--- config.mk ---
export PLATFORM = sky130hd
export DESIGN_NAME = ddr_maint_sched_flat
export DESIGN_NICKNAME = d
export VERILOG_FILES = /design/src/rtl/ddr_maint_sched_if.sv /design/src/rtl/ddr_maint_sched.sv /design/src/flat_wrapper.sv
export SDC_FILE = /design/constraint.sdc
export NUM_CORES = 1
export LEC_CHECK = 0
export BUFFER_PORTS_ARGS = -buffer_cell sky130_fd_sc_hd__clkbuf_2
export CORE_MARGIN = 5
export CORE_UTILIZATION = 35
export DETAILED_ROUTE_END_ITERATION = 6
export HOLD_SLACK_MARGIN = 0.08
export SLEW_MARGIN = 20
export SYNTH_ARGS = -nofsm -noshare
export SYNTH_HDL_FRONTEND = slang
export SYNTH_SLANG_ARGS = --single-unit
--- constraint.sdc ---
create_clock -name i_clk -period 3.97 [get_ports i_clk]
set_clock_uncertainty 0.05 [all_clocks]
set_input_delay 0.1985 -clock i_clk [delete_from_list [all_inputs] [get_ports i_clk]]
set_output_delay 0.1985 -clock i_clk [all_outputs]
set_load 0.03 [all_outputs]
--- src/rtl/ddr_maint_sched_if.sv ---
// Maintenance request/acknowledge handshake between the scheduler (master)
// and the DDR controller user maintenance port (slave).
interface ddr_maint_sched_if;
  logic app_ref_req;
  logic app_ref_ack;
  logic app_zq_req;
  logic app_zq_ack;
  logic app_sr_req;
  logic app_sr_active;

  modport master (
    output app_ref_req, app_zq_req, app_sr_req,
    input  app_ref_ack, app_zq_ack, app_sr_active
  );

  modport slave (
    input  app_ref_req, app_zq_req, app_sr_req,
    output app_ref_ack, app_zq_ack, app_sr_active
  );
endinterface

--- src/rtl/ddr_maint_sched.sv ---
// DDR maintenance scheduler: periodic/software refresh, ZQ calibration and self-refresh sequencing.
// ZQ scheduling is compiled in only when DDR_MAINT_ZQ_EN is defined.
module ddr_maint_sched #(
  parameter int REFI_CYCLES  = 780,
  parameter int ZQI_CYCLES   = 128000,
  parameter int ACK_TIMEOUT  = 1024,
  parameter int MAX_POSTPONE = 8
) (
  input  logic              i_clk,
  input  logic              i_nrst,
  input  logic              i_init_calib_done,
  input  logic              i_ena,
  input  logic              i_sw_ref_req,
  input  logic              i_sw_zq_req,
  input  logic              i_sr_enter,
  ddr_maint_sched_if.master app_if,
  output logic              o_sr_active,
  output logic [3:0]        o_ref_pending,
  output logic              o_busy,
  output logic              o_err,
  input  logic              i_err_clr
);

  localparam int         REFI_W   = $clog2(REFI_CYCLES + 1);
  localparam int         WD_W     = $clog2(ACK_TIMEOUT + 1);
  localparam logic [4:0] PEND_MAX = 5'(MAX_POSTPONE);

  typedef enum logic [2:0] {
    S_IDLE,
    S_READY,
    S_REF_WAIT,
`ifdef DDR_MAINT_ZQ_EN
    S_ZQ_WAIT,
`endif
    S_SR_ENTER,
    S_SR,
    S_SR_EXIT
  } state_t;

  state_t            r_state;
  state_t            w_next;
  logic [REFI_W-1:0] r_refi;
  logic [WD_W-1:0]   r_wdog;
  logic [3:0]        r_pend;
  logic              r_ref_req;
  logic              r_sr_req;
  logic              r_sr_active;
  logic              r_err;

  logic              w_refi_tick;
  logic              w_ref_done;
  logic              w_ref_dec;
  logic              w_sr_entry;
  logic              w_in_wait;
  logic              w_timeout;
  logic              w_to_fire;
  logic              w_clear;
  logic              w_ovf;
  logic [4:0]        w_pend_sum;
  logic [3:0]        w_pend_nxt;

`ifdef DDR_MAINT_ZQ_EN
  localparam int ZQI_W = $clog2(ZQI_CYCLES + 1);

  logic [ZQI_W-1:0] r_zqi;
  logic             r_zq_pend;
  logic             r_zq_req;
  logic             w_zqi_tick;
  logic             w_zq_done;
`endif

  // Acks count only after the request pulse cycle and only in the matching wait state
  assign w_ref_done = (r_state == S_REF_WAIT) && !r_ref_req && app_if.app_ref_ack;
  assign w_ref_dec  = w_ref_done && (r_pend != 4'd0);

`ifdef DDR_MAINT_ZQ_EN
  assign w_zq_done  = (r_state == S_ZQ_WAIT) && !r_zq_req && app_if.app_zq_ack;
  assign w_in_wait  = (r_state == S_REF_WAIT) || (r_state == S_ZQ_WAIT) ||
                      (r_state == S_SR_ENTER) || (r_state == S_SR_EXIT);
`else
  assign w_in_wait  = (r_state == S_REF_WAIT) || (r_state == S_SR_ENTER) ||
                      (r_state == S_SR_EXIT);
`endif

  assign w_timeout   = w_in_wait && (r_wdog == WD_W'(ACK_TIMEOUT - 1));
  assign w_refi_tick = i_ena && (r_state != S_IDLE) && (r_state != S_SR) &&
                       (r_refi == REFI_W'(REFI_CYCLES - 1));
  assign w_clear     = (r_state == S_IDLE) || (w_next == S_IDLE);
  assign w_sr_entry  = (r_state == S_SR_ENTER) && (w_next == S_SR);

  always_comb begin
    w_next    = r_state;
    w_to_fire = 1'b0;
    if (!i_init_calib_done) begin
      w_next = S_IDLE;
    end else begin
      case (r_state)
        S_IDLE: w_next = S_READY;
        S_READY: begin
          if (i_sr_enter)            w_next = S_SR_ENTER;
          else if (r_pend != 4'd0)   w_next = S_REF_WAIT;
`ifdef DDR_MAINT_ZQ_EN
          else if (r_zq_pend)        w_next = S_ZQ_WAIT;
`endif
        end
        S_REF_WAIT: begin
          if (w_ref_done) w_next = S_READY;
          else if (w_timeout) begin
            w_next    = S_READY;
            w_to_fire = 1'b1;
          end
        end
`ifdef DDR_MAINT_ZQ_EN
        S_ZQ_WAIT: begin
          if (w_zq_done) w_next = S_READY;
          else if (w_timeout) begin
            w_next    = S_READY;
            w_to_fire = 1'b1;
          end
        end
`endif
        S_SR_ENTER: begin
          if (app_if.app_sr_active) w_next = S_SR;
          else if (w_timeout) begin
            w_next    = S_READY;
            w_to_fire = 1'b1;
          end
        end
        S_SR: if (!i_sr_enter) w_next = S_SR_EXIT;
        S_SR_EXIT: begin
          if (!app_if.app_sr_active) w_next = S_READY;
          else if (w_timeout) begin
            w_next    = S_READY;
            w_to_fire = 1'b1;
          end
        end
        default: w_next = S_IDLE;
      endcase
    end
  end

  // Pending refresh arithmetic: up to two increments and one decrement per cycle
  always_comb begin
    w_pend_sum = {1'b0, r_pend} + {4'b0, w_refi_tick} + {4'b0, i_sw_ref_req}
               - {4'b0, w_ref_dec};
    w_pend_nxt = w_pend_sum[3:0];
    w_ovf      = 1'b0;
    if (w_clear || w_sr_entry) begin
      w_pend_nxt = 4'd0;
    end else if (w_pend_sum > PEND_MAX) begin
      w_pend_nxt = PEND_MAX[3:0];
      w_ovf      = 1'b1;
    end
  end

  always_ff @(posedge i_clk or negedge i_nrst) begin
    if (!i_nrst) begin
      r_state     <= S_IDLE;
      r_refi      <= '0;
      r_wdog      <= '0;
      r_pend      <= 4'd0;
      r_ref_req   <= 1'b0;
      r_sr_req    <= 1'b0;
      r_sr_active <= 1'b0;
      r_err       <= 1'b0;
    end else begin
      r_state <= w_next;
      r_pend  <= w_pend_nxt;

      // REFI restarts on self-refresh entry and holds at zero while in SR
      if (w_clear || w_sr_entry || w_refi_tick) r_refi <= '0;
      else if (i_ena && (r_state != S_SR))      r_refi <= r_refi + REFI_W'(1);

      if (!w_in_wait || (w_next != r_state)) r_wdog <= '0;
      else                                   r_wdog <= r_wdog + WD_W'(1);

      r_ref_req   <= (r_state == S_READY) && (w_next == S_REF_WAIT);
      r_sr_req    <= (w_next == S_SR_ENTER) || (w_next == S_SR);
      r_sr_active <= (w_next == S_SR);

      if (w_to_fire || w_ovf) r_err <= 1'b1;
      else if (i_err_clr)     r_err <= 1'b0;
    end
  end

`ifdef DDR_MAINT_ZQ_EN
  assign w_zqi_tick = i_ena && (r_state != S_IDLE) &&
                      (r_zqi == ZQI_W'(ZQI_CYCLES - 1));

  always_ff @(posedge i_clk or negedge i_nrst) begin
    if (!i_nrst) begin
      r_zqi     <= '0;
      r_zq_pend <= 1'b0;
      r_zq_req  <= 1'b0;
    end else begin
      if (w_clear) begin
        r_zqi     <= '0;
        r_zq_pend <= 1'b0;
      end else begin
        if (w_zqi_tick) r_zqi <= '0;
        else if (i_ena) r_zqi <= r_zqi + ZQI_W'(1);
        // A new request landing on the ack cycle keeps the bit set
        if (w_zqi_tick || i_sw_zq_req) r_zq_pend <= 1'b1;
        else if (w_zq_done)            r_zq_pend <= 1'b0;
      end
      r_zq_req <= (r_state == S_READY) && (w_next == S_ZQ_WAIT);
    end
  end

  assign app_if.app_zq_req = r_zq_req;
`else
  logic w_unused_zq;
  assign w_unused_zq       = i_sw_zq_req ^ app_if.app_zq_ack ^ (ZQI_CYCLES > 0);
  assign app_if.app_zq_req = 1'b0;
`endif

  assign app_if.app_ref_req = r_ref_req;
  assign app_if.app_sr_req  = r_sr_req;
  assign o_sr_active        = r_sr_active;
  assign o_ref_pending      = r_pend;
  assign o_err              = r_err;
  assign o_busy             = (r_state != S_IDLE) && (r_state != S_READY);

endmodule
--- src/flat_wrapper.sv ---
// flat-port wrapper written by rule: the top's interface ports become plain ports
module ddr_maint_sched_flat 
#(
  parameter int REFI_CYCLES  = 780,
  parameter int ZQI_CYCLES   = 128000,
  parameter int ACK_TIMEOUT  = 1024,
  parameter int MAX_POSTPONE = 8
)
  (i_clk, i_nrst, i_init_calib_done, i_ena, i_sw_ref_req, i_sw_zq_req, i_sr_enter, o_sr_active, o_ref_pending, o_busy, o_err, i_err_clr, app_if_app_ref_req, app_if_app_zq_req, app_if_app_sr_req, app_if_app_ref_ack, app_if_app_zq_ack, app_if_app_sr_active);
  ddr_maint_sched_if app_if_i ();
  input  logic i_clk;
  input  logic i_nrst;
  input  logic i_init_calib_done;
  input  logic i_ena;
  input  logic i_sw_ref_req;
  input  logic i_sw_zq_req;
  input  logic i_sr_enter;
  output logic o_sr_active;
  output logic [3:0] o_ref_pending;
  output logic o_busy;
  output logic o_err;
  input  logic i_err_clr;
  output wire logic [$bits(app_if_i.app_ref_req)-1:0] app_if_app_ref_req;
  output wire logic [$bits(app_if_i.app_zq_req)-1:0] app_if_app_zq_req;
  output wire logic [$bits(app_if_i.app_sr_req)-1:0] app_if_app_sr_req;
  input wire logic [$bits(app_if_i.app_ref_ack)-1:0] app_if_app_ref_ack;
  input wire logic [$bits(app_if_i.app_zq_ack)-1:0] app_if_app_zq_ack;
  input wire logic [$bits(app_if_i.app_sr_active)-1:0] app_if_app_sr_active;
  assign app_if_app_ref_req = app_if_i.app_ref_req;
  assign app_if_app_zq_req = app_if_i.app_zq_req;
  assign app_if_app_sr_req = app_if_i.app_sr_req;
  assign app_if_i.app_ref_ack = app_if_app_ref_ack;
  assign app_if_i.app_zq_ack = app_if_app_zq_ack;
  assign app_if_i.app_sr_active = app_if_app_sr_active;
  ddr_maint_sched #(.REFI_CYCLES(REFI_CYCLES), .ZQI_CYCLES(ZQI_CYCLES), .ACK_TIMEOUT(ACK_TIMEOUT), .MAX_POSTPONE(MAX_POSTPONE)) u_core (.i_clk(i_clk), .i_nrst(i_nrst), .i_init_calib_done(i_init_calib_done), .i_ena(i_ena), .i_sw_ref_req(i_sw_ref_req), .i_sw_zq_req(i_sw_zq_req), .i_sr_enter(i_sr_enter), .app_if(app_if_i), .o_sr_active(o_sr_active), .o_ref_pending(o_ref_pending), .o_busy(o_busy), .o_err(o_err), .i_err_clr(i_err_clr));
endmodule
Word-level counts from Yosys, hierarchy flattened:

Index checks and enable logic that the tools add are counted.

* output and inout bits: 10
* register bits: 32

* mux-type cells: 24
* equal/unequal tests: 13
* reductions and logical operators: 27
* order comparisons: 1
* add/sub/neg operators: 5

Operators by type and width (count)
* two-way mux 3 bit: 8
* two-way mux 10 bit: 2
* case mux 3 bit (6 select lines): 1
* equality test 3 x 2 -> 1 bit, second input constant: 4
* adder 11 x 1 -> 11 bit, second input constant: 1
* equality test 11 x 10 -> 1 bit, second input constant: 1
* logical AND 1 bit: 11
* two-way mux 11 bit: 1
* adder 10 x 1 -> 10 bit, second input constant: 1
* equality test 10 bit, second input constant: 1
* equality test 3 bit, second input constant: 3
* two-way mux 1 bit: 9
* logical OR 1 bit: 8
* two-way mux 4 bit: 2
* zero test 3 bit: 2
* adder 4 x 1 -> 5 bit: 1
* adder 5 x 1 -> 5 bit: 1
* > comparator 5 x 4 -> 1 bit, second input constant: 1
* subtractor 5 x 1 -> 5 bit: 1
* nonzero test 2 bit: 2
* nonzero test 4 bit: 1
* equality test 3 x 1 -> 1 bit, second input constant: 1
* != test 3 x 1 -> 1 bit, second input constant: 1
* != test 3 bit: 1
* other kinds (4): 5

Longest topological paths before layout:

Gate-level depths: netlist of the first run.

* depth in word-level cells: 14
* gate-level depth with buffers: 13

Worst setup path before layout of the first run:

OpenSTA, ideal clock, no wires.

* kind: register to register
* start point: register u_core.r_refi[4]
* end point: register u_core.r_err, in the netlist u_core.o_err
* buffers on the path: 0
* setup slack: 527 ps
* data required time: 3794 ps
* setup time: 126 ps
* data arrival time: 3267 ps
* cell stages (with the launch flop): 13
* period minus slack after synthesis: 3443 ps
* path through: dfrtp_1 -> nor4b_1 -> nand3_1 -> or4_1 -> ha_1 -> fa_1 -> fa_1 -> inv_1 -> a21oi_1 -> o21bai_1 -> xnor2_1 -> o21ai_0 -> a221o_1

* cells in the longest elaborated chain, start to end: 10
* elaborated cells on any way between the ends: 11

Ends and longest elaborated chain
* start, declared: line ddr_maint_sched.sv:42 `logic [REFI_W-1:0] r_refi;`
* start signal, assigned: line ddr_maint_sched.sv:172 `else if (i_ena && (r_state != S_SR)) r_refi <= r_refi + REFI_W'(1);`
* equality test 10 bit (*): line ddr_maint_sched.sv:87 `(r_refi == REFI_W'(REFI_CYCLES - 1));`
* logical AND 1 bit (*): line ddr_maint_sched.sv:86 `assign w_refi_tick = i_ena && (r_state != S_IDLE) && (r_state != S_SR) &&`
* adder 4 x 1 -> 5 bit (*): line ddr_maint_sched.sv:144 `w_pend_sum = {1'b0, r_pend} + {4'b0, w_refi_tick} + {4'b0, i_sw_ref_req}`
* adder 5 x 1 -> 5 bit (*): line ddr_maint_sched.sv:144
* subtractor 5 x 1 -> 5 bit (*): line ddr_maint_sched.sv:145 `- {4'b0, w_ref_dec};`
* > comparator 5 x 4 -> 1 bit (*): line ddr_maint_sched.sv:150 `end else if (w_pend_sum > PEND_MAX) begin`
* two-way mux 1 bit (*): line ddr_maint_sched.sv:150
* two-way mux 1 bit (*): line ddr_maint_sched.sv:148 `if (w_clear || w_sr_entry) begin`
* logical OR 1 bit (*): line ddr_maint_sched.sv:181 `if (w_to_fire || w_ovf) r_err <= 1'b1;`
* two-way mux 1 bit or nonzero test 2 bit (tied branches)
* end signal, assigned: line ddr_maint_sched.sv:165 `r_err <= 1'b0;`
* end signal, assigned: line ddr_maint_sched.sv:181
* end signal, assigned: line ddr_maint_sched.sv:182 `else if (i_err_clr) r_err <= 1'b0;`
* end, declared: line ddr_maint_sched.sv:48 `logic r_err;`

Every way passes the cells marked *; elsewhere a longest branch is shown, timed or not.
A chain may end at the register's enable or synchronous reset.

Worst setup path in the final report of the first run:

Same ends and word-level chain as after synthesis.

==> results of run 1 <==
[repair_timing]
item	4_1_cts	5_1_grt
setup endpoints to repair	0	1
resized for setup	0	1
hold buffers	1	0
hold endpoints to repair	32	0
[layer usage]
metal  vias up  global-route usage, %  wire, um
li1        737                      -         -
met1       692                   14.9      1830
met2        25                   18.7      1610
met3         5                   3.95       165
met5         -                      0         0
met4         0                   4.39        55
[cells by family (layout without fill, tap and decap cells)]
logic type / count (synthesis) / after routing / synth area share [%]
flops: 32 / 32 / 42.3
compound gates: 26 / 26 / 10.8
xor+xnor: 21 / 21 / 9.72
simple gates: 91 / 91 / 25.1
mux: 1 / 1 / 0.529
buf+inv: 21 / 42 / 4.56
fa+ha+maj: 9 / 9 / 6.74
other cells: 1 / 1 / 0.198
[state kept, by name (all words and copies together) (netlist names)]
register,count
u_core.r_wdog,11
u_core.r_refi,10
u_core.o_ref_pending,4
u_core.r_state,3
u_core.app_if.app_ref_req,1
u_core.app_if.app_sr_req,1
u_core.o_err,1
u_core.o_sr_active,1
[how the worst max path moves through the flow]
stage,cells after the start,start,end
after floorplan,12,u_core.r_refi[4],u_core.o_err
after global placement,12,u_core.r_refi[4],u_core.o_err
after detailed placement,12,u_core.r_refi[4],u_core.o_err
after CTS,12,u_core.r_refi[4],u_core.o_err
after global routing,12,u_core.r_refi[4],u_core.o_err
final,12,u_core.r_refi[4],u_core.o_err
[layout by cell type (no fill, tap or decap), types with 2 or more instances in the layout]
cell,n
a21boi_0,2
a21oi_1,4
a31oi_1,2
and3_1,5
and4_1,2
buf_4,2
clkbuf_1,2
clkbuf_2,17
clkbuf_8,6
dfrtp_1,32
fa_1,2
ha_1,7
inv_1,14
nand2_1,11
nand2b_1,3
nand3_1,10
nand4_1,4
nor2_1,32
nor2b_1,3
nor3_1,3
nor3b_1,4
nor4_1,3
o211ai_1,2
o21ai_0,2
o21bai_1,2
or3b_2,2
xnor2_1,8
xor2_1,13
[cell type report]
class / instances / area, um2
fillers: 526 / 3030
clock buffers: 8 / 90.1
repair buffers: 20 / 110
flip-flops and latches: 32 / 801
inverters: 14 / 52.6
well taps: 70 / 87.6
multi-input cells: 149 / 1010
[power by group]
| part | switching (mW) | total (mW) | internal (mW) |
|---|---|---|---|
| Sequential | 0.0242 | 0.378 | 0.354 |
| Combinational | 0.217 | 0.343 | 0.126 |
| Clock | 0.113 | 0.254 | 0.141 |
[worst max-delay path, delay by kind of cell, from the launching register on]
family,cells,cell delay [ps]
adder cells (fa/ha/maj),3,1150
AND/OR/NAND/NOR,3,960
AO/OA/AOI/OAI,4,710
flip-flops,1,410
XOR/XNOR,1,160
buffers and inverters,1,70
[metrics by stage]
stage	hold slack (ps)	total power [mW]
final	151	0.976
after global routing	154	1.05
after CTS	148	0.986
after detailed placement	296	0.724
after global placement	280	0.724
after floorplan	-147	0.638
==> results.py, run 1 <==
metrics = {
    "synth": {
        "synth_cells": 202,
        "yosys.area.top_type": "dfrtp_1",
        "synth_seq_cells": 32,
        "syn_area_um2": 1890,
        "synth_edf_count": 0,
        "synth_cell_type_count": 48,
        "synth_fp_nets": 222,
        "yosysWarnings": 0,
        "synth_common_cells": "dfrtp_1 (32), nor2_1 (32), inv_1 (14)",
        "synth_top_area_share_pct": 42.3,
        "synthTopCellsByArea": "dfrtp_1 (42%), nor2_1 (6.3%), xor2_1 (6.0%)",
        "dominantRegCellSynth": "dfrtp_1",
        "synthArstFlopShare_pct": 100,
        "syn-mean-instance-area_um2": 9.37,
        "synth-seq-area-share_pct": 42.3,
    },
    "critical_path": {
        "cp_cell_sequence": "nor4b_1 > nand3_1 > or4_1 > ha_1 > fa_1 > fa_1 > inv_1 > a21oi_1 > o21bai_1 > xnor2_1 > o21ai_1 > a221o_1",
        "r2r-start": "u_core.r_refi[4]",
        "arrival_ps": 3740,
        "worst_setup_path_end_kind": "flip-flop",
        "cp-start-kind": "flip-flop",
        "r2r-end": "u_core.o_err",
        "critical_path.max_fanout": 4,
        "path_class": "flip-flop to flip-flop",
        "crit_required_ps": 4090,
        "r2r_slack_ps": 340,
        "slowest_delay_ps": 540,
        "reg2regPathDepth": 12,
        "slowest_stage": "or4_1",
        "crit_top_cell": "fa_1",
    },
    "sta": {
        "postLayoutSetupSlackWorst_ps": 342,
        "setup_viol": 0,
        "drv_slew": 0,
        "period_minus_slack_ps": 3630,
        "finalSetupTns_ps": 0,
        "slew_headroom_pct": 41.6,
        "tightest_slew_ps": 874,
        "fmax_mhz": 276,
        "grt_setup_unrepaired": "false",
        "hold_viol_final": 0,
        "finalCritPeriodShare_pct": 91.4,
    },
    "route": {
        "drc": 0,
        "via_per_inst": 4.98,
        "post_drt_wl_per_cell_um": 12.5,
        "drtAntennaViolNets": 0,
        "dr_total_vias": 1459,
        "firstDrtPassIters": 4,
        "drt_iter0_drc": 39,
        "wirelength_mm": 3.66,
    },
    "cts": {
        "numCtsBuffers": 5,
        "cts.clk_slew.worst_paths_ps": 60,
        "post_cts_buffers": 0,
        "cts_num_sinks": 32,
        "clk_path_buf_depth": 2,
        "cts_tree": "yes",
        "htreeDepth": 2,
        "root_buffer": "clkbuf_8",
        "clock_latency_ps": 280,
    },
    "floorplan": {
        "ios": 21,
        "die_x_um": 83.5,
        "core_um2": 5170,
        "row_count": 26,
        "die_y_um": 83.5,
        "dieArea_um2": 6980,
        "start_util_pct": 36.6,
    },
    "layout": {
        "finalNonFillerCells": 293,
        "fin_area_um2": 2150,
        "syn_to_final_growth_pct": 13.4,
        "drive_gt1_share_pct": 14.3,
        "fin_util_pct": 41.5,
        "nNetsFinal": 242,
        "antenna_cells": 0,
    },
    "global_route": {
        "antenna_found_initial": 0,
        "grt_pass1_vias": 1487,
        "grt_overflow_total": 0,
        "grt_pass1_wl_mm": 6.70,
        "grt_max_degree": 33,
        "grt_usage_pct": 11.8,
    },
    "power": {
        "ir_drop_v": 0.000160,
        "leakage_nw": 0.934,
        "p_per_area_nw_per_um2": 454,
    },
    "status": {
        "status": "completed",
    },
    "place": {
        "place_area_um2": 2050,
        "placedCellCount": 284,
        "pre_cts_slack_ps": 268,
        "globalplace.congestion": 0.806,
        "port-buffer-count": 17,
        "hpwl_mm": 2.67,
    },
    "min_path": {
        "whs_endpoint": "u_core.o_err",
        "holdPathStages": 3,
        "hp-start": "i_err_clr",
        "worstHoldPathType": "input pin to flip-flop",
    },
    "run": {
        "maxCapViolations": 0,
    },
}
Power figures use the tool's default switching activity.
==> run 2, diff against run 1 <==
--- a/config.mk
+++ b/config.mk
@@ -6,10 +6,13 @@
 export NUM_CORES = 1
 export LEC_CHECK = 0
 export BUFFER_PORTS_ARGS = -buffer_cell sky130_fd_sc_hd__clkbuf_2
+export CELL_PAD_IN_SITES_DETAIL_PLACEMENT = 0
+export CELL_PAD_IN_SITES_GLOBAL_PLACEMENT = 1
 export CORE_MARGIN = 5
 export CORE_UTILIZATION = 35
 export DETAILED_ROUTE_END_ITERATION = 6
 export HOLD_SLACK_MARGIN = 0.08
+export PLACE_DENSITY_LB_ADDON = 0.1
 export SLEW_MARGIN = 20
 export SYNTH_ARGS = -nofsm -noshare
 export SYNTH_HDL_FRONTEND = slang
==> run 2 against run 1 <==
Compared with the run above:
- combinational power about the same
- global-route usage up 0.27 points
- wire length up 4.0%
- critical path type unchanged
- largest cell class unchanged
- largest power group unchanged
==> results.py, run 2 (synthesis results as in run 1) <==
metrics = {
    "layout": {
        "nNetsFinal": 243,
        "antenna_cells": 0,
        "fin_util_pct": 41.7,
        "syn_to_final_growth_pct": 13.8,
        "fillers": 514,
        "fin_area_um2": 2150,
        "largest_reg_flops": 11,
        "final_cell_mix": "nor2_1 (32), dfrtp_1 (32), clkbuf_2 (17)",
        "drive_gt1_share_pct": 14.7,
        "largest_register": "u_core.r_wdog",
    },
    "floorplan": {
        "ios": 21,
        "core_um2": 5170,
        "die_x_um": 83.5,
        "row_count": 26,
        "start_util_pct": 36.6,
        "dieArea_um2": 6980,
        "die_y_um": 83.5,
    },
    "route": {
        "drtAntennaViolNets": 0,
        "drc": 0,
        "wirelength_mm": 3.81,
        "firstDrtPassIters": 4,
        "via_per_inst": 4.97,
        "drt_iter0_drc": 50,
        "post_drt_wl_per_cell_um": 12.9,
        "dr_total_vias": 1462,
    },
    "cts": {
        "clk_path_buf_depth": 2,
        "htreeDepth": 2,
        "cts_resized": 0,
        "cts_num_sinks": 32,
        "numCtsBuffers": 5,
        "clock_latency_ps": 270,
        "cts_tree": "yes",
        "postCtsHoldBufs": 1,
        "post_cts_buffers": 0,
        "root_buffer": "clkbuf_8",
        "cts.clk_slew.worst_paths_ps": 70,
    },
    "global_route": {
        "grt_pass1_vias": 1519,
        "grt_pass1_wl_mm": 6.98,
        "antenna_found_initial": 0,
        "grt_max_degree": 33,
        "grt_overflow_total": 0,
        "grt_usage_pct": 12.1,
    },
    "critical_path": {
        "cp-start-kind": "flip-flop",
        "arrival_ps": 3830,
        "cp_cell_sequence": "nor4b_1 > nand3_1 > or4_1 > ha_1 > fa_1 > fa_1 > inv_1 > a21oi_1 > o21bai_1 > xnor2_1 > o21ai_0 > a221o_1",
        "slowest_delay_ps": 550,
        "r2r-start": "u_core.r_refi[4]",
        "crit_top_cell": "fa_1",
        "crit_family": "adder cells",
        "crit_required_ps": 4080,
        "crit_buf_inv": 1,
        "critical_path.max_fanout": 4,
        "crit_start": "u_core.r_refi[4]",
        "worst_setup_path_end_kind": "flip-flop",
        "slowest_stage": "or4_1",
        "reg2regPathDepth": 12,
        "r2r_slack_ps": 250,
        "r2r-end": "u_core.o_err",
        "path_class": "flip-flop to flip-flop",
    },
    "sta": {
        "slew_headroom_pct": 46.2,
        "fmax_mhz": 269,
        "grt_setup_unrepaired": "false",
        "setup_viol": 0,
        "finalCritPeriodShare_pct": 93.8,
        "hold_viol_final": 0,
        "period_minus_slack_ps": 3720,
        "drv_slew": 0,
        "finalSetupTns_ps": 0,
        "hold_ws_ps": 173,
        "tightest_slew_ps": 807,
        "postLayoutSetupSlackWorst_ps": 248,
    },
    "place": {
        "place_area_um2": 2050,
        "pre_cts_slack_ps": 258,
        "port-buffer-count": 17,
        "globalplace.congestion": 0.768,
        "hpwl_mm": 2.87,
    },
    "status": {
        "status": "completed",
    },
    "min_path": {
        "worstHoldPathType": "input pin to flip-flop",
        "whs_endpoint": "u_core.o_err",
        "hp-start": "i_err_clr",
        "holdPathStages": 3,
    },
    "run": {
        "maxCapViolations": 0,
    },
    "power": {
        "p_per_area_nw_per_um2": 454,
        "ir_drop_v": 0.000196,
        "leakage_nw": 0.939,
    },
}
-- run 2: cell count changes in the layout (fill, tap and decap cells not counted), sizes merged --
cell / previous run / this run
buf: 2 / 3
-- run 2: tightest hold or removal path: stages --
cell	delay, ps
clkbuf_2	80
inv_1	50
a221o_1	130
-- run 2: through the flow --
stage                     std cells  power (mW)
after detailed placement        285       0.730
after CTS                       294       0.991
after global routing            294        1.04
after floorplan                 202       0.638
final                           294       0.978
after global placement          285       0.728
-- run 2: per-layer routing --
metal,global-route usage [%],share of wire [%],wire [um],vias to the layer above
met3,3.06,3.5,134,2
li1,-,-,-,737
met5,0,0,0,-
met1,16.0,50,1890,705
met4,3.51,0.60,23,0
met2,19.4,46,1760,18
-- run 2: worst max-delay path by stage --
stage	end	slack (ps)	cells past startpoint
2_1_floorplan	u_core.o_err	530	12
6_report	u_core.o_err	250	12
3_3_place_gp	u_core.o_err	260	12
4_1_cts	u_core.o_err	240	12
3_5_place_dp	u_core.o_err	260	12
5_1_grt	u_core.o_err	5	12
-- run 2: layout make-up --
| type | count | area (um2) | share of cell area [%] |
|---|---|---|---|
| clock buffers | 8 | 90.1 | 4.18 |
| inverters | 14 | 52.6 | 2.44 |
| multi-input cells | 149 | 1010 | 46.7 |
| flip-flops and latches | 32 | 801 | 37.2 |
| well taps | 70 | 87.6 | 4.07 |
| repair buffers | 21 | 118 | 5.46 |
-- run 2: power breakdown --
group | leakage [nW] | internal (mW) | switching, mW | total, mW
Combinational | 0.452 | 0.127 | 0.218 | 0.345
Clock | 0.0455 | 0.141 | 0.113 | 0.255
Sequential | 0.442 | 0.354 | 0.0241 | 0.378
==> run 3, diff against run 2 <==
--- a/config.mk
+++ b/config.mk
@@ -10,9 +10,12 @@
 export CELL_PAD_IN_SITES_GLOBAL_PLACEMENT = 1
 export CORE_MARGIN = 5
 export CORE_UTILIZATION = 35
+export CTS_BUF_LIST = sky130_fd_sc_hd__clkbuf_8
 export DETAILED_ROUTE_END_ITERATION = 6
 export HOLD_SLACK_MARGIN = 0.08
 export PLACE_DENSITY_LB_ADDON = 0.1
+export RECOVER_POWER = 100
+export SETUP_SLACK_MARGIN = 0.5
 export SLEW_MARGIN = 20
 export SYNTH_ARGS = -nofsm -noshare
 export SYNTH_HDL_FRONTEND = slang
==> run 3 against run 2 <==
Compared with the run above:
- the run now ends with max-capacitance violations, max-slew violations left
- highest routed layer unchanged
- clock-buffer cell count decreased by 2
- global-route usage unchanged
- cell area rose by 1.2%
- core utilization grew 0.48 points
- clock power down 2%
- flip-flop and latch count did not move
==> results.py, run 3 (synthesis results as in run 1) <==
metrics = {
    "status": {
        "status": "finished with violations",
        "violations": "max-capacitance violations, max-slew violations",
    },
    "route": {
        "drc": 0,
        "firstDrtPassIters": 4,
        "dr_total_vias": 1500,
        "drt_iter0_drc": 62,
        "post_drt_wl_per_cell_um": 13.2,
        "via_per_inst": 5.02,
        "drtAntennaViolNets": 0,
        "wirelength_mm": 3.94,
    },
    "global_route": {
        "use_met1_pct": 16.0,
        "grt_pass1_vias": 1523,
        "antenna_found_initial": 0,
        "grt_usage_pct": 12.1,
        "grt_pass1_wl_mm": 6.98,
        "grt_use_met2_pct": 19.4,
        "use_met3_pct": 3.06,
        "grt_busiest_layer": "met2",
        "grt_max_degree": 33,
        "grt_overflow_total": 0,
    },
    "layout": {
        "fillers": 524,
        "finalNonFillerCells": 299,
        "drive_gt1_share_pct": 12.2,
        "largest_reg_flops": 11,
        "final_cell_mix": "nor2_1 (32), dfrtp_1 (31), inv_1 (16)",
        "syn_to_final_growth_pct": 15.1,
        "largest_register": "u_core.r_wdog",
        "nNetsFinal": 248,
        "antenna_cells": 0,
        "mostFrequentLayoutCell": "nor2_1",
    },
    "sta": {
        "slew_headroom_pct": -18.3,
        "finalSetupTns_ps": 0,
        "grt_setup_unrepaired": "true",
        "period_minus_slack_ps": 3520,
        "tightest_slew_ps": 1770,
        "fmax_mhz": 284,
        "hold_viol_final": 0,
        "setup_viol": 0,
        "finalCritPeriodShare_pct": 88.6,
        "drv_slew": 33,
    },
    "cts": {
        "root_buffer": "clkbuf_8",
        "htreeDepth": 2,
        "clk_path_buf_depth": 2,
        "clock_latency_ps": 270,
        "numCtsBuffers": 5,
        "cts_tree": "yes",
        "cts.clk_slew.worst_paths_ps": 70,
        "cts_num_sinks": 32,
    },
    "min_path": {
        "worstHoldPathType": "input pin to flip-flop",
    },
    "critical_path": {
        "slowest_delay_ps": 570,
        "critical_path.max_fanout": 4,
        "crit_family": "adder cells",
        "slowest_stage": "or4_1",
        "cp_cell_sequence": "nor4b_2 > nand3_1 > or4_1 > ha_4 > fa_2 > fa_2 > inv_1 > a21oi_1 > o21bai_1 > xnor2_1 > o21ai_0 > a221o_1",
        "arrival_ps": 3630,
        "crit_top_cell": "fa_2",
        "path_class": "flip-flop to flip-flop",
        "crit_required_ps": 4080,
        "cp-start-kind": "flip-flop",
        "crit_buf_inv": 1,
        "worst_setup_path_end_kind": "flip-flop",
    },
    "floorplan": {
        "dieArea_um2": 6980,
        "die_x_um": 83.5,
        "row_count": 26,
        "core_um2": 5170,
        "die_y_um": 83.5,
        "ios": 21,
        "start_util_pct": 36.6,
    },
    "place": {
        "globalplace.congestion": 0.768,
        "hpwl_mm": 2.87,
        "port-buffer-count": 17,
        "placedCellCount": 285,
    },
    "power": {
        "seq_power_share_pct": 39.4,
        "p_int_mw": 0.607,
        "switching_power_mw": 0.351,
        "swShare_pct": 36.7,
        "ir_drop_v": 0.000204,
        "pwr-share-clk_pct": 26.1,
        "pwr-share-comb_pct": 34.5,
        "leakage_nw": 0.936,
        "p_per_area_nw_per_um2": 440,
    },
    "run": {
        "maxCapViolations": 1,
    },
}
run 3: changes by cell type in the layout (fill, tap and decap cells not counted), moves of 2 or more:
cell	before	now
inv_1	14	16
buf_4	3	7
clkbuf_1	2	11
fa_1	2	0
clkbuf_2	17	7
fa_2	0	2
run 3: through the flow:
step | area [um2] | setup WS (ps) | utilization [%] | hold WS [ps] | power, mW
floorplan | 1890 | 527 | - | -147 | 0.638
global placement | 2050 | 265 | 39.7 | 270 | 0.728
detailed placement | 2050 | 258 | 39.7 | 288 | 0.730
CTS | 2180 | 549 | 42.2 | 165 | 1.00
global route | 2180 | 214 | 42.1 | 182 | 1.02
finish | 2180 | 451 | 42.1 | 172 | 0.959
run 3: power groups by stage:
stage	Clock [mW]	Combinational (mW)	Sequential, mW
after global routing	0.270	0.372	0.382
final	0.250	0.331	0.378
after detailed placement	0	0.346	0.384
after CTS	0.259	0.363	0.378
after floorplan	0	0.223	0.414
after global placement	0	0.345	0.384
run 3: repair_timing:
action,4_1_cts,5_1_grt
endpoints found under the hold margin,32,0
endpoints found under the setup margin,4,3
pin swaps,1,3
resized for setup,7,1
hold buffers,1,0
gates cloned,0,0
buffers inserted,1,4
run 3: tightest hold or removal path: cells and delay by family:
kind,cells,cell delay [ps]
buf+inv,2,130
compound gates,1,130
run 3: final timing paths:
check / from / endpoint / slack [ps] / cells past startpoint
setup / recovery: u_core.r_refi[5] / u_core.o_err / 450 / 12
hold reg to reg: u_core.r_wdog[8] / u_core.r_wdog[8] / 490 / 2
hold / removal: i_err_clr / u_core.o_err / 170 / 3
min in group asynchronous: i_nrst / u_core.r_wdog[0] / 890 / 2
max in group asynchronous: i_nrst / u_core.r_refi[2] / 1830 / 2
setup reg to reg: u_core.r_refi[5] / u_core.o_err / 450 / 12
run 3: cell type report:
class	instances	area [um2]	area share (%)
multi-input cells	149	1010	46.3
flip-flops and latches	32	802	36.8
repair buffers	26	139	6.37
well taps	70	87.6	4.02
clock buffers	6	82.6	3.79
inverters	14	52.6	2.41
clock inverters	2	7.51	0.344
run 3: layer usage:
layer	wire [um]	up-vias	share of wire (%)
met5	0	-	0
li1	-	748	-
met1	1910	731	48
met4	20	0	0.51
met3	149	2	3.8
met2	1860	19	47
